**src/rtl/mem_loader_pkg.sv**
```systemverilog
// Shared definitions for the mem_loader block: default memory geometry, word
// packing and FSM state encoding. MEM_LOADER_CHECKSUM_EN enables the CHK states.
package mem_loader_pkg;

  localparam int LOADER_ADDR_W         = 12;
  localparam int LOADER_DATA_W         = 16;
  localparam int LOADER_BYTES_PER_WORD = 2;

  // Nine states exist when the checksum trailer is built in, so the encoding is 4 bits.
  typedef enum logic [3:0] {
    ST_IDLE   = 4'd0,
    ST_LEN_HI = 4'd1,
    ST_LEN_LO = 4'd2,
    ST_DAT_HI = 4'd3,
    ST_DAT_LO = 4'd4,
    ST_WRITE  = 4'd5,
    ST_DONE   = 4'd6,
    ST_CHK_HI = 4'd7,
    ST_CHK_LO = 4'd8
  } state_t;

  function automatic logic accepts_bytes(input state_t s);
    logic r;
    r = 1'b0;
    case (s)
      ST_LEN_HI, ST_LEN_LO, ST_DAT_HI, ST_DAT_LO, ST_CHK_HI, ST_CHK_LO: r = 1'b1;
      default:                                                         r = 1'b0;
    endcase
    return r;
  endfunction

endpackage

```
**src/rtl/mem_loader_byte_pair_assembler.sv**
```systemverilog
// Pairs consecutive accepted stream bytes into a big-endian 16-bit word.
// word_valid pulses combinationally on the handshake of the second byte.
module mem_loader_byte_pair_assembler
  import mem_loader_pkg::*;
(
  input  logic                               clk,
  input  logic                               rst,
  input  logic                               clear,
  input  logic [7:0]                         byte_in,
  input  logic                               byte_fire,
  output logic [LOADER_BYTES_PER_WORD*8-1:0] word,
  output logic                               word_valid
);

  logic [7:0] hi_q;
  logic       lo_phase_q;

  always_ff @(posedge clk) begin
    if (rst || clear) begin
      hi_q       <= '0;
      lo_phase_q <= 1'b0;
    end else if (byte_fire) begin
      if (!lo_phase_q) begin
        hi_q <= byte_in;
      end
      lo_phase_q <= ~lo_phase_q;
    end
  end

  assign word       = {hi_q, byte_in};
  assign word_valid = byte_fire & lo_phase_q;

endmodule

```
**src/rtl/mem_loader.sv**
```systemverilog
// Loads a length-prefixed big-endian word stream into block memory from address 0.
// Build with MEM_LOADER_CHECKSUM_EN to require a trailing 16-bit sum of the data words.
//
// Stream handshake: a byte moves when byte_valid and byte_ready are both high at a
// rising clk edge; byte_ready depends only on the current state, never on byte_valid.
module mem_loader
  import mem_loader_pkg::*;
#(
  parameter int ADDR_W = LOADER_ADDR_W,
  parameter int DATA_W = LOADER_DATA_W
) (
  input  logic              clk,
  input  logic              rst,
  input  logic              start,
  input  logic [7:0]        byte_in,
  input  logic              byte_valid,
  output logic              byte_ready,
  output logic              mem_we,
  output logic [ADDR_W-1:0] mem_addr,
  output logic [DATA_W-1:0] mem_din,
  output logic              busy,
  output logic              done,
  output logic              error,
  output logic [ADDR_W:0]   words_written,
  output logic [3:0]        dbg_state
);

  localparam int unsigned CAPACITY = 32'd1 << ADDR_W;

  state_t              state_q, state_d;
  logic [ADDR_W:0]     len_q;
  logic [ADDR_W:0]     cnt_q;
  logic [ADDR_W:0]     cnt_inc;
  logic [ADDR_W-1:0]   addr_q;
  logic [DATA_W-1:0]   din_q;
  logic                err_q;
  logic                byte_fire;
  logic                start_ok;
  logic                len_bad;
  logic                last_word;
  logic [DATA_W-1:0]   asm_word;
  logic                asm_valid;
`ifdef MEM_LOADER_CHECKSUM_EN
  logic [DATA_W-1:0]   sum_q;
`endif

  assign byte_ready = accepts_bytes(state_q);
  assign byte_fire  = byte_valid & byte_ready;
  assign start_ok   = start & ((state_q == ST_IDLE) || (state_q == ST_DONE));
  assign len_bad    = (asm_word == '0) || (32'(asm_word) > CAPACITY);
  assign cnt_inc    = cnt_q + 1'b1;
  assign last_word  = (cnt_inc >= len_q);

  mem_loader_byte_pair_assembler u_asm (
    .clk        (clk),
    .rst        (rst),
    .clear      (start_ok),
    .byte_in    (byte_in),
    .byte_fire  (byte_fire),
    .word       (asm_word),
    .word_valid (asm_valid)
  );

  always_comb begin
    state_d = state_q;
    unique case (state_q)
      ST_IDLE, ST_DONE: if (start)     state_d = ST_LEN_HI;
      ST_LEN_HI:        if (byte_fire) state_d = ST_LEN_LO;
      ST_LEN_LO:        if (asm_valid) state_d = len_bad ? ST_DONE : ST_DAT_HI;
      ST_DAT_HI:        if (byte_fire) state_d = ST_DAT_LO;
      ST_DAT_LO:        if (asm_valid) state_d = ST_WRITE;
      ST_WRITE: begin
        if (!last_word) begin
          state_d = ST_DAT_HI;
        end else begin
`ifdef MEM_LOADER_CHECKSUM_EN
          state_d = ST_CHK_HI;
`else
          state_d = ST_DONE;
`endif
        end
      end
`ifdef MEM_LOADER_CHECKSUM_EN
      ST_CHK_HI:        if (byte_fire) state_d = ST_CHK_LO;
      ST_CHK_LO:        if (asm_valid) state_d = ST_DONE;
`endif
      default:          state_d = ST_IDLE;
    endcase
  end

  always_ff @(posedge clk) begin
    if (rst) begin
      state_q <= ST_IDLE;
      len_q   <= '0;
      cnt_q   <= '0;
      addr_q  <= '0;
      din_q   <= '0;
      err_q   <= 1'b0;
`ifdef MEM_LOADER_CHECKSUM_EN
      sum_q   <= '0;
`endif
    end else begin
      state_q <= state_d;
      if (start_ok) begin
        cnt_q  <= '0;
        addr_q <= '0;
        err_q  <= 1'b0;
`ifdef MEM_LOADER_CHECKSUM_EN
        sum_q  <= '0;
`endif
      end
      if (state_q == ST_LEN_LO && asm_valid) begin
        if (len_bad) err_q <= 1'b1;
        else         len_q <= asm_word[ADDR_W:0];
      end
      if (state_q == ST_DAT_LO && asm_valid) begin
        din_q <= asm_word;
`ifdef MEM_LOADER_CHECKSUM_EN
        sum_q <= sum_q + asm_word;
`endif
      end
      // The address stops on the final write so a full-capacity load never wraps.
      if (state_q == ST_WRITE) begin
        cnt_q <= cnt_inc;
        if (!last_word) addr_q <= addr_q + 1'b1;
      end
`ifdef MEM_LOADER_CHECKSUM_EN
      if (state_q == ST_CHK_LO && asm_valid) begin
        err_q <= (asm_word != sum_q);
      end
`endif
    end
  end

  assign mem_we        = (state_q == ST_WRITE);
  assign mem_addr      = addr_q;
  assign mem_din       = din_q;
  assign busy          = (state_q != ST_IDLE) && (state_q != ST_DONE);
  assign done          = (state_q == ST_DONE);
  assign error         = err_q;
  assign words_written = cnt_q;
  assign dbg_state     = state_q;

endmodule

```
**config.mk**
```make
export PLATFORM = sky130hd
export DESIGN_NAME = mem_loader
export DESIGN_NICKNAME = d
export VERILOG_FILES = /design/src/rtl/mem_loader_pkg.sv /design/src/rtl/mem_loader_byte_pair_assembler.sv /design/src/rtl/mem_loader.sv
export SDC_FILE = /design/constraint.sdc
export NUM_CORES = 1
export LEC_CHECK = 0
export ABC_AREA = 1
export CAP_MARGIN = 40
export CORE_UTILIZATION = 68
export DETAILED_ROUTE_END_ITERATION = 10
export DONT_BUFFER_PORTS = 1
export GPL_TIMING_DRIVEN = 0
export HOLD_SLACK_MARGIN = 0.15
export MAX_ROUTING_LAYER = met4
export PLACE_DENSITY = 0.8
export SLEW_MARGIN = 20
export SYNTH_ARGS = -nofsm -noshare
export SYNTH_HDL_FRONTEND = slang
export SYNTH_SLANG_ARGS = --single-unit
```
**constraint.sdc**
```tcl
create_clock -name clk -period 4.3 [get_ports clk]
set_clock_uncertainty 0.05 [all_clocks]
set_input_delay 1.29 -clock clk [delete_from_list [all_inputs] [get_ports clk]]
set_output_delay 1.29 -clock clk [all_outputs]
set_load 0.01 [all_outputs]
```
==> Word level (Yosys, flattened, before mapping) <==
Cells that the tools add are included.
{ "totals": {"register_bits": 68, "in_bits": 12} }
{ "op_classes": {"n_reduce_logical": 15, "n_addsub": 2, "bitwise_logic": 5, "magnitude_cmp": 2, "n_mux": 17, "n_eq_ne": 14} }
{ "ops": {"columns": ["operator", "count"], "rows": [
  ["two-way mux 12 bit", 3],
  ["two-way mux 13 bit", 2],
  ["one-hot mux 4 bit (6 select lines)", 1],
  ["two-way mux 4 bit", 5],
  ["== test 4 x 3 -> 1 bit (second input constant)", 4],
  ["> comparator 16 x 13 -> 1 bit (second input constant)", 1],
  ["logical NOT 16 bit", 1],
  ["adder 13 x 1 -> 13 bit (second input constant)", 1],
  ["greater-or-equal comparator 13 bit", 1],
  ["adder 12 x 1 -> 12 bit (second input constant)", 1],
  ["== test 4 x 2 -> 1 bit (second input constant)", 2],
  ["two-way mux 3 bit", 2],
  ["!= test 2 bit (second input constant)", 3],
  ["OR reduction 6 bit", 1],
  ["AND reduction 5 bit", 1],
  ["== test 4 x 1 -> 1 bit (second input constant)", 1],
  ["== test 4 bit (second input constant)", 1],
  ["logical NOT 4 bit", 1],
  ["two-way mux 1 bit", 4],
  ["!= test 2 x 1 -> 1 bit (second input constant)", 2],
  ["!= test 4 x 3 -> 1 bit (second input constant)", 1],
  ["AND reduction 2 bit", 2],
  ["nonzero test 4 bit", 1],
  ["bitwise AND 1 bit", 3],
  ["5 further kinds", 10]
]} }

==> Depth between registers and ports, before layout <==
Gate-level depths: netlist (run 1).
{ "logic_depth": {"depth_word": 7, "mapped_depth": 17} }

==> Hierarchy <==
Synthesis (run 1) repeated with hierarchy kept, for this count alone.
{ "hier_totals": {"cells_unflattened": 528, "area_unflattened_um2": 3663.5} }
{ "by_module_without_submodules": {"columns": ["module", "seq_area_each_um2", "cells_per_inst", "n_inst", "area_per_inst_um2"], "rows": [
  ["mem_loader", 1161.1, 462, 1, 3210.6],
  ["mem_loader_byte_pair_assembler", 180.2, 66, 1, 452.9]
]} }

==> Least setup slack after synthesis (run 1) <==
OpenSTA, ideal clock, no wires.
{ "synth_path": {"kind": "register -> register", "from": "reg cnt_q[0] (netlist: words_written[0])", "to": "reg addr_q[2] (netlist: mem_addr[2])", "setup_slack_ns": 1.593, "path_stages_with_launch": 16, "setup_ns": 0.070, "arrival_ns": 2.587, "path_buffers": 1, "period_less_slack_ns": 2.707, "cell_sequence": "dfxtp_1 > ha_1 > nand4_1 > nor2_1 > nand4_1 > xnor2_1 > ha_1 > nand2_1 > nor2_1 > nand2_1 > nor2_1 > nor2_1 > nand4_1 > clkbuf_1 > or2_2 > a21oi_1"} }
{ "synth_between": {"elab_chain_len": 4} }
{ "synth_lines": {"columns": ["item", "line", "rtl"], "rows": [
  ["start: declaration", "mem_loader.sv:32", "logic [ADDR_W:0] cnt_q;"],
  ["start signal: assignment", "mem_loader.sv:124", "cnt_q <= cnt_inc;"],
  ["adder 13 x 1 -> 13 bit", "mem_loader.sv:51", "assign cnt_inc = cnt_q + 1'b1;"],
  ["greater-or-equal comparator 13 bit", "mem_loader.sv:52", "assign last_word = (cnt_inc >= len_q);"],
  ["two-way mux 12 bit", "mem_loader.sv:125", "if (!last_word) addr_q <= addr_q + 1'b1;"],
  ["two-way mux 12 bit", "mem_loader.sv:123", "if (state_q == ST_WRITE) begin"],
  ["end signal: assignment", "mem_loader.sv:125", null],
  ["end: declaration", "mem_loader.sv:34", "logic [ADDR_W-1:0] addr_q;"]
]} }
Every way passes these cells.
A chain may end at the register's enable or synchronous reset.

==> Final worst setup path (run 1) <==
Ends and elaborated chain as after synthesis.

==> flow_summary_export.csv, run 1 <==
group,metric,value,unit
final_layout,n_fill_cell,362,
global_routing,grt_pass1_wl,12970,um
yosys,synth.avg_cell_area,7.016,um2
final_layout,area_delta_synth_final,8.810,%
floorplan,pin_count,62,
power,p_int,1118,uW
power,cellPowerDensity,450.9,nW/um2
floorplan,chipWidth,73.97,um
routing,first_pass_iters,5,
worst_setup_path,r2r_start,"words_written[0]$_SDFFE_PP0P_",
clock_network,cts-buffers-inserted,9,
routing,drt_iter0_drc,151,
placement,dpl.hpwl,5764,um
min_path,holdPathEnd,"len_q[0]$_SDFFE_PP0P_",
power,total_power,1728,uW
final_layout,fin_cells,585,
placement,numPortBuffers,0,
global_routing,grt_max_degree,13,
yosys,syn_area,3522,um2
worst_setup_path,timing.critical_path.cells,"ha_1 -> nand4_1 -> nor2_1 -> nand4_1 -> xnor2_1 -> ha_1 -> nand2_1 -> nor2_1 -> nand2_1 -> nor2_1 -> nor2_1 -> nand4_1 -> clkbuf_1 -> or2_2 -> a21oi_1",
routing,antenna_left,0,
yosys,synthesis.nets,529,
timing,worst_slew_pin_slew,0.6395,ns
routing,met3_length,577,um
routing,wl_per_cell,13.59,um
power,ir_drop,473.6,uV
placement,placed_cells_incl_taps,569,
worst_setup_path,crit_required,4.51,ns
clock_network,cts_hold_buffers,0,
routing,drc_errors,0,
yosys,yosysSeqAreaShare,38.08,%
min_path,hold_depth,2,
worst_setup_path,rr_worst_depth,15,
clock_network,cts_resized,0,
clock_network,cts-root-buf,"clkbuf_8",
floorplan,rows,25,
worst_setup_path,critPathKind,"flip-flop to flip-flop",
timing,setup_tns,0,ns
final_layout,fin_util,79.05,%
clock_network,clock_latency,0.34,ns
yosys,synth.distinct_cells,34,
worst_setup_path,r2r_slack,0.98,ns
clock_network,path_clk_slew,0.07,ns
clock_network,htreeDepth,3,
worst_setup_path,worstSetupStartpointType,"flip-flop",
global_routing,grt_use_total,32.07,%
min_path,hp-class,"flip-flop to flip-flop",
worst_setup_path,critPathMaxFanout,10,
timing,period_minus_slack,3.324,ns
floorplan,die_area,5472,um2
worst_setup_path,crit_path_frequent_cell,"nor2_1",
yosys,syn-instance-count,502,
global_routing,antenna_found_initial,0,
power,combPwrFrac,24.9,%
worst_setup_path,end_kind,"flip-flop",
timing,final-max-slew-violation-count,0,
placement,place_congestion,0.9204,
timing,fmax,300.8,MHz
final_layout,final_cell_mix,"101 x nand2_1, 68 x a21oi_1, 67 x dfxtp_1",
final_layout,fin_nets,540,
worst_setup_path,cp_top_family,"simple AND/OR/NAND/NOR gates",
timing,slew_headroom,57.37,%
worst_setup_path,worst_path_max_delay_cell,"dfxtp_1",
clock_network,cts_tree,"yes",
floorplan,die_h,73.97,um
worst_setup_path,cp.arrival,3.54,ns
worst_setup_path,timing.rr.end,"mem_addr[2]$_SDFF_PP0_",
routing,avgViaCountPerCell,5.549,
final_layout,layout-drive-gt1-share,10.62,%
power,p_switching,610.1,uW
routing,wl_met2,3747,um
routing,wl_met1,3541,um
worst_setup_path,crit_buf_inv,1,
routing,drt-total-wl,7953,um
routing,dr.max_layer_used,"met4",
final_layout,ff_latch_area,1341,um2
yosys,yosys_warnings,0,
global_routing,grt_overflow,0,
timing,hold_viol_final,0,
routing,num_vias,3246,
floorplan,core,4848,um2
yosys,synth_seq_cells,67,
min_path,hp-start,"len_q[0]$_SDFFE_PP0P_",
clock_network,post_cts_buffers,0,
job,max-cap-violations,0,
final_layout,antenna_cells,0,
timing,period_share,77.30,%
global_routing,grt_pass1_vias,3020,
clock_network,cts.sinks,67,
power,switching_share,35.31,%
timing,rsz0062_at_grt,"no",
timing,setup_viol,0,
final_layout,multiInputGateArea,1826,um2
run_status,status,"finished clean",
final_layout,layout_commonest_cell,"nand2_1",
floorplan,start_util,72.65,%
power,clock_power_share,34.1,%
power,p_leak,0.001575,uW
worst_setup_path,max_stage_delay,0.54,ns
clock_network,cts.path.max_buffers,2,
power,pwr-share-seq,41.0,%
==> power by group through the flow <==
stage | combinational [uW] | clock [uW] | sequential, uW
final | 431 | 589 | 708
after global routing | 479 | 619 | 712
after floorplan | 335 | 0 | 711
after CTS | 423 | 592 | 707
after global placement | 406 | 0 | 719
after detailed placement | 418 | 0 | 722
==> per-stage QoR <==
stage	cell area [um2]	worst slack (ns)	hold WS [ns]
6_report	3832	0.9759	0.4059
5_1_grt	3832	0.6999	0.4386
4_1_cts	3832	0.9876	0.4120
3_5_place_dp	3606	1.048	0.4026
3_3_place_gp	3606	1.171	0.3965
2_1_floorplan	3522	1.593	0.3777
==> flip-flops by register name, summed over array words and instances, names as in the netlist <==
| register | cells |
|---|---|
| len_q | 13 |
| words_written | 13 |
| u_asm.hi_q | 8 |
| mem_din | 16 |
| error | 1 |
| dbg_state | 3 |
| u_asm.lo_phase_q | 1 |
| mem_addr | 12 |
==> cells in the mapped netlist (all sizes together) <==
cell type / n / area, um2
nor3b: 1 / 7.510
nand2: 105 / 414.1
clkbuf: 6 / 22.52
inv: 66 / 247.7
o21bai: 1 / 7.510
dfxtp: 67 / 1341
nand4: 5 / 31.28
xnor2: 3 / 26.28
a211oi: 1 / 7.510
conb: 1 / 3.750
a21oi: 71 / 366.6
o22ai: 1 / 6.260
buf: 12 / 85.08
nor2: 72 / 319.0
o21ai: 33 / 191.4
or2: 2 / 12.51
xor2: 7 / 61.31
o211ai: 1 / 7.510
o21a: 1 / 7.510
nand3: 26 / 142.6
ha: 15 / 187.7
nor3: 5 / 25.02
==> cells by family (layout without fill, tap and decap cells) <==
kind of cell	Yosys count	after routing	synth area share, %
XOR/XNOR	10	10	2.487
adder cells (fa/ha/maj)	15	15	5.329
buffers and inverters	84	100	10.09
other	1	1	0.1065
AND/OR/NAND/NOR	216	216	27.03
AO/OA/AOI/OAI	109	109	16.87
flip-flops	67	67	38.08
==> area by class of cell <==
type / instances / area share [%]
Tap cell: 67 / 2.187
Clock inverter: 6 / 2.318
Multi-Input combinational cell: 351 / 47.63
Inverter: 66 / 6.464
Sequential cell: 67 / 35.00
Buffer: 18 / 2.808
Clock buffer: 10 / 3.591
==> worst register-to-register path, stage by stage (launching register included) <==
cell      delay (ns)
dfxtp_1         0.54
ha_1            0.28
nand4_1         0.16
nor2_1          0.25
nand4_1         0.15
xnor2_1         0.26
ha_1            0.29
nand2_1         0.08
nor2_1          0.06
nand2_1         0.08
nor2_1          0.05
nor2_1          0.17
nand4_1         0.13
clkbuf_1        0.24
or2_2           0.33
a21oi_1         0.14
==> per-layer routing <==
layer,up-vias,GRT usage [%]
li1,1629,-
met1,1479,38.98
met2,125,52.63
met3,13,7.859
met4,0,9.402
met5,-,-
==> how the worst max path moves through the flow <==
stage / start / end / cells after the start
after detailed placement: words_written[0]$_SDFFE_PP0P_ / mem_addr[2]$_SDFF_PP0_ / 15
final: words_written[0]$_SDFFE_PP0P_ / mem_addr[2]$_SDFF_PP0_ / 15
after floorplan: words_written[0]$_SDFFE_PP0P_ / mem_addr[2]$_SDFF_PP0_ / 15
after CTS: words_written[0]$_SDFFE_PP0P_ / mem_addr[2]$_SDFF_PP0_ / 15
after global routing: words_written[0]$_SDFFE_PP0P_ / mem_addr[2]$_SDFF_PP0_ / 13
after global placement: words_written[0]$_SDFFE_PP0P_ / mem_addr[2]$_SDFF_PP0_ / 13
(Power assumes the default switching activity.)
==> run 2, diff against run 1 <==
- ABC_AREA: 1 -> 0
- CORE_UTILIZATION: 68 -> 63
- PLACE_DENSITY: 0.8 -> 0.75
- clock period: 4.3 -> 3.3 ns (I/O delays scaled with it)
==> flow_summary_export.csv, run 2 <==
group,metric,value,unit
yosys,synthFlopType,"dfxtp_1",
timing,whs,0.4395,ns
global_routing,antenna_found_initial,0,
routing,antenna_left,0,
final_layout,final_cell_mix,"65 x dfxtp_1, 60 x nand2_1, 42 x nor2_1",
final_layout,layout-drive-gt1-share,8.706,%
yosys,synth.avg_cell_area,8.290,um2
clock_network,cts_hold_buffers,0,
yosys,synth.area.top_cells,"dfxtp_1 40%, nand2_1 6.6%, mux2i_1 6.2%",
routing,avgViaCountPerCell,5.776,
worst_setup_path,worst_path_max_delay_cell,"a311o_1",
timing,final-max-slew-violation-count,0,
timing,worst_slew_pin_slew,0.6153,ns
clock_network,htreeDepth,3,
routing,drc_errors,0,
clock_network,cts_resized,0,
min_path,hp-class,"flip-flop to flip-flop",
worst_setup_path,crit_buf_inv,2,
worst_setup_path,crit_path_frequent_cell,"ha_1",
global_routing,grt_overflow,0,
floorplan,chipWidth,75.37,um
final_layout,largest_register_ffs,16,
timing,fmax,318.6,MHz
yosys,yosysSeqAreaShare,39.56,%
worst_setup_path,worstSetupStartpointType,"flip-flop",
final_layout,fin_nets,447,
clock_network,path_clk_slew,0.07,ns
yosys,netlist.area_leader.share,39.56,%
yosys,ys_top_cells_by_count,"67 x dfxtp_1, 60 x nand2_1, 42 x nor2_1",
floorplan,die_h,75.37,um
clock_network,cts.sinks,67,
timing,slew_headroom,58.98,%
worst_setup_path,critPathKind,"flip-flop to flip-flop",
placement,dpl.hpwl,5345,um
timing,rsz0062_at_grt,"no",
placement,place_area,3478,um2
power,p_leak,0.001430,uW
worst_setup_path,end_kind,"flip-flop",
routing,drt_iter0_drc,112,
yosys,syn-instance-count,409,
global_routing,grt_use_total,27.63,%
power,ir_drop,337.4,uV
routing,first_pass_iters,4,
yosys,synth_seq_cells,67,
routing,drt-total-wl,7418,um
yosys,syn_area,3391,um2
worst_setup_path,critPathMaxFanout,10,
final_layout,layout_commonest_cell,"dfxtp_1",
final_layout,antenna_cells,0,
floorplan,core,5140,um2
global_routing,grt_pass1_wl,11250,um
routing,wl_per_cell,14.99,um
worst_setup_path,max_stage_delay,0.47,ns
yosys,synth.most_common_cell,"dfxtp_1",
worst_setup_path,crit_required,3.48,ns
worst_setup_path,cp.arrival,3.32,ns
floorplan,pin_count,62,
clock_network,post_cts_buffers,0,
worst_setup_path,r2r_slack,0.16,ns
run_status,status,"finished clean",
yosys,synth_edf_count,0,
floorplan,rows,26,
clock_network,cts-root-buf,"clkbuf_8",
final_layout,area_delta_synth_final,8.893,%
yosys,synth-async-reset-ratio,0,%
timing,period_share,95.12,%
global_routing,grt_pass1_vias,2491,
yosys,yosys_warnings,0,
job,max-cap-violations,0,
worst_setup_path,timing.critical_path.cells,"ha_1 -> and3_1 -> buf_2 -> nand3_1 -> xnor2_1 -> ha_1 -> a21oi_1 -> a311o_1 -> o21ai_2 -> clkbuf_4 -> nor2_1 -> a211o_1",
floorplan,die_area,5680,um2
timing,setup_tns,0,ns
floorplan,start_util,65.97,%
final_layout,final_area,3692,um2
yosys,synthesis.nets,436,
timing,setup_viol,0,
timing,period_minus_slack,3.139,ns
worst_setup_path,cp_top_family,"compound AO/OA/AOI/OAI gates",
yosys,synth.distinct_cells,53,
yosys,yosys.area.top_type,"dfxtp_1",
global_routing,grt_max_degree,13,
placement,place_congestion,0.8703,
power,cellPowerDensity,448.4,nW/um2
timing,hold_viol_final,0,
placement,numPortBuffers,0,
routing,num_vias,2859,
clock_network,cts-buffers-inserted,9,
clock_network,cts_tree,"yes",
clock_network,cts.path.max_buffers,2,
clock_network,clock_latency,0.34,ns
[run 2: report_power, final]
group / switching (uW) / total [uW] / internal (uW) / leakage (uW)
clock: 328 / 721 / 393 / 0.000106
combinational: 70.1 / 107 / 37.2 / 0.000783
sequential: 11.3 / 827 / 816 / 0.000541
total: 410 / 1660 / 1250 / 0.00143
[run 2: final timing paths]
kind / end / cells after the start / startpoint
worst min-delay path: mem_din[15]$_SDFFE_PP0P_ / 2 / u_asm.hi_q[7]$_SDFFE_PP0P_
worst min register to register: mem_din[15]$_SDFFE_PP0P_ / 2 / u_asm.hi_q[7]$_SDFFE_PP0P_
worst max register to register: mem_addr[3]$_SDFF_PP0_ / 12 / words_written[1]$_SDFFE_PP0P_
worst max-delay path: mem_addr[3]$_SDFF_PP0_ / 12 / words_written[1]$_SDFFE_PP0P_
[run 2: cells by family (layout without fill, tap and decap cells)]
logic type / after synthesis / after routing / synth area share [%]
xor+xnor: 14 / 14 / 3.616
fa+ha+maj: 15 / 15 / 5.535
buf+inv: 39 / 55 / 5.498
mux: 22 / 22 / 6.531
other cells: 1 / 1 / 0.1106
simple gates: 172 / 172 / 24.98
compound gates: 79 / 79 / 14.17
flops: 67 / 67 / 39.56
[run 2: cell type report]
cell class,count,area [um2]
clock buffers,11,151.4
inverters,16,60.06
flip-flops and latches,67,1344
clock inverters,5,60.06
plain buffers,23,126.4
fillers,446,1448
multi-input cells,303,1863
well taps,70,87.58
[run 2: metal layers]
metal,share of wire [%],global-route usage [%],vias to the layer above,wire [um]
li1,-,-,1435,-
met1,45,34.30,1341,3338
met2,48,44.84,73,3569
met3,5.7,4.630,10,420
met4,1.2,11.11,0,89
met5,0,-,-,0
[run 2: through the flow]
stage	power, uW	setup WS [ns]	instances	util (%)
3_5_place_dp	952.0	0.1035	479	67.67
2_1_floorplan	927.8	0.4542	409	-
5_1_grt	1710	0.002425	495	71.84
6_report	1656	0.1609	495	71.84
3_3_place_gp	950.4	0.1224	479	67.67
4_1_cts	1663	0.09141	495	71.79
[run 2: worst min-delay path: cells and delay by family (launching register included)]
family	cells	cell delay (ns)
and+or+nand+nor	1	0.06
AOI/OAI and AO/OA	1	0.05
DFF	1	0.33
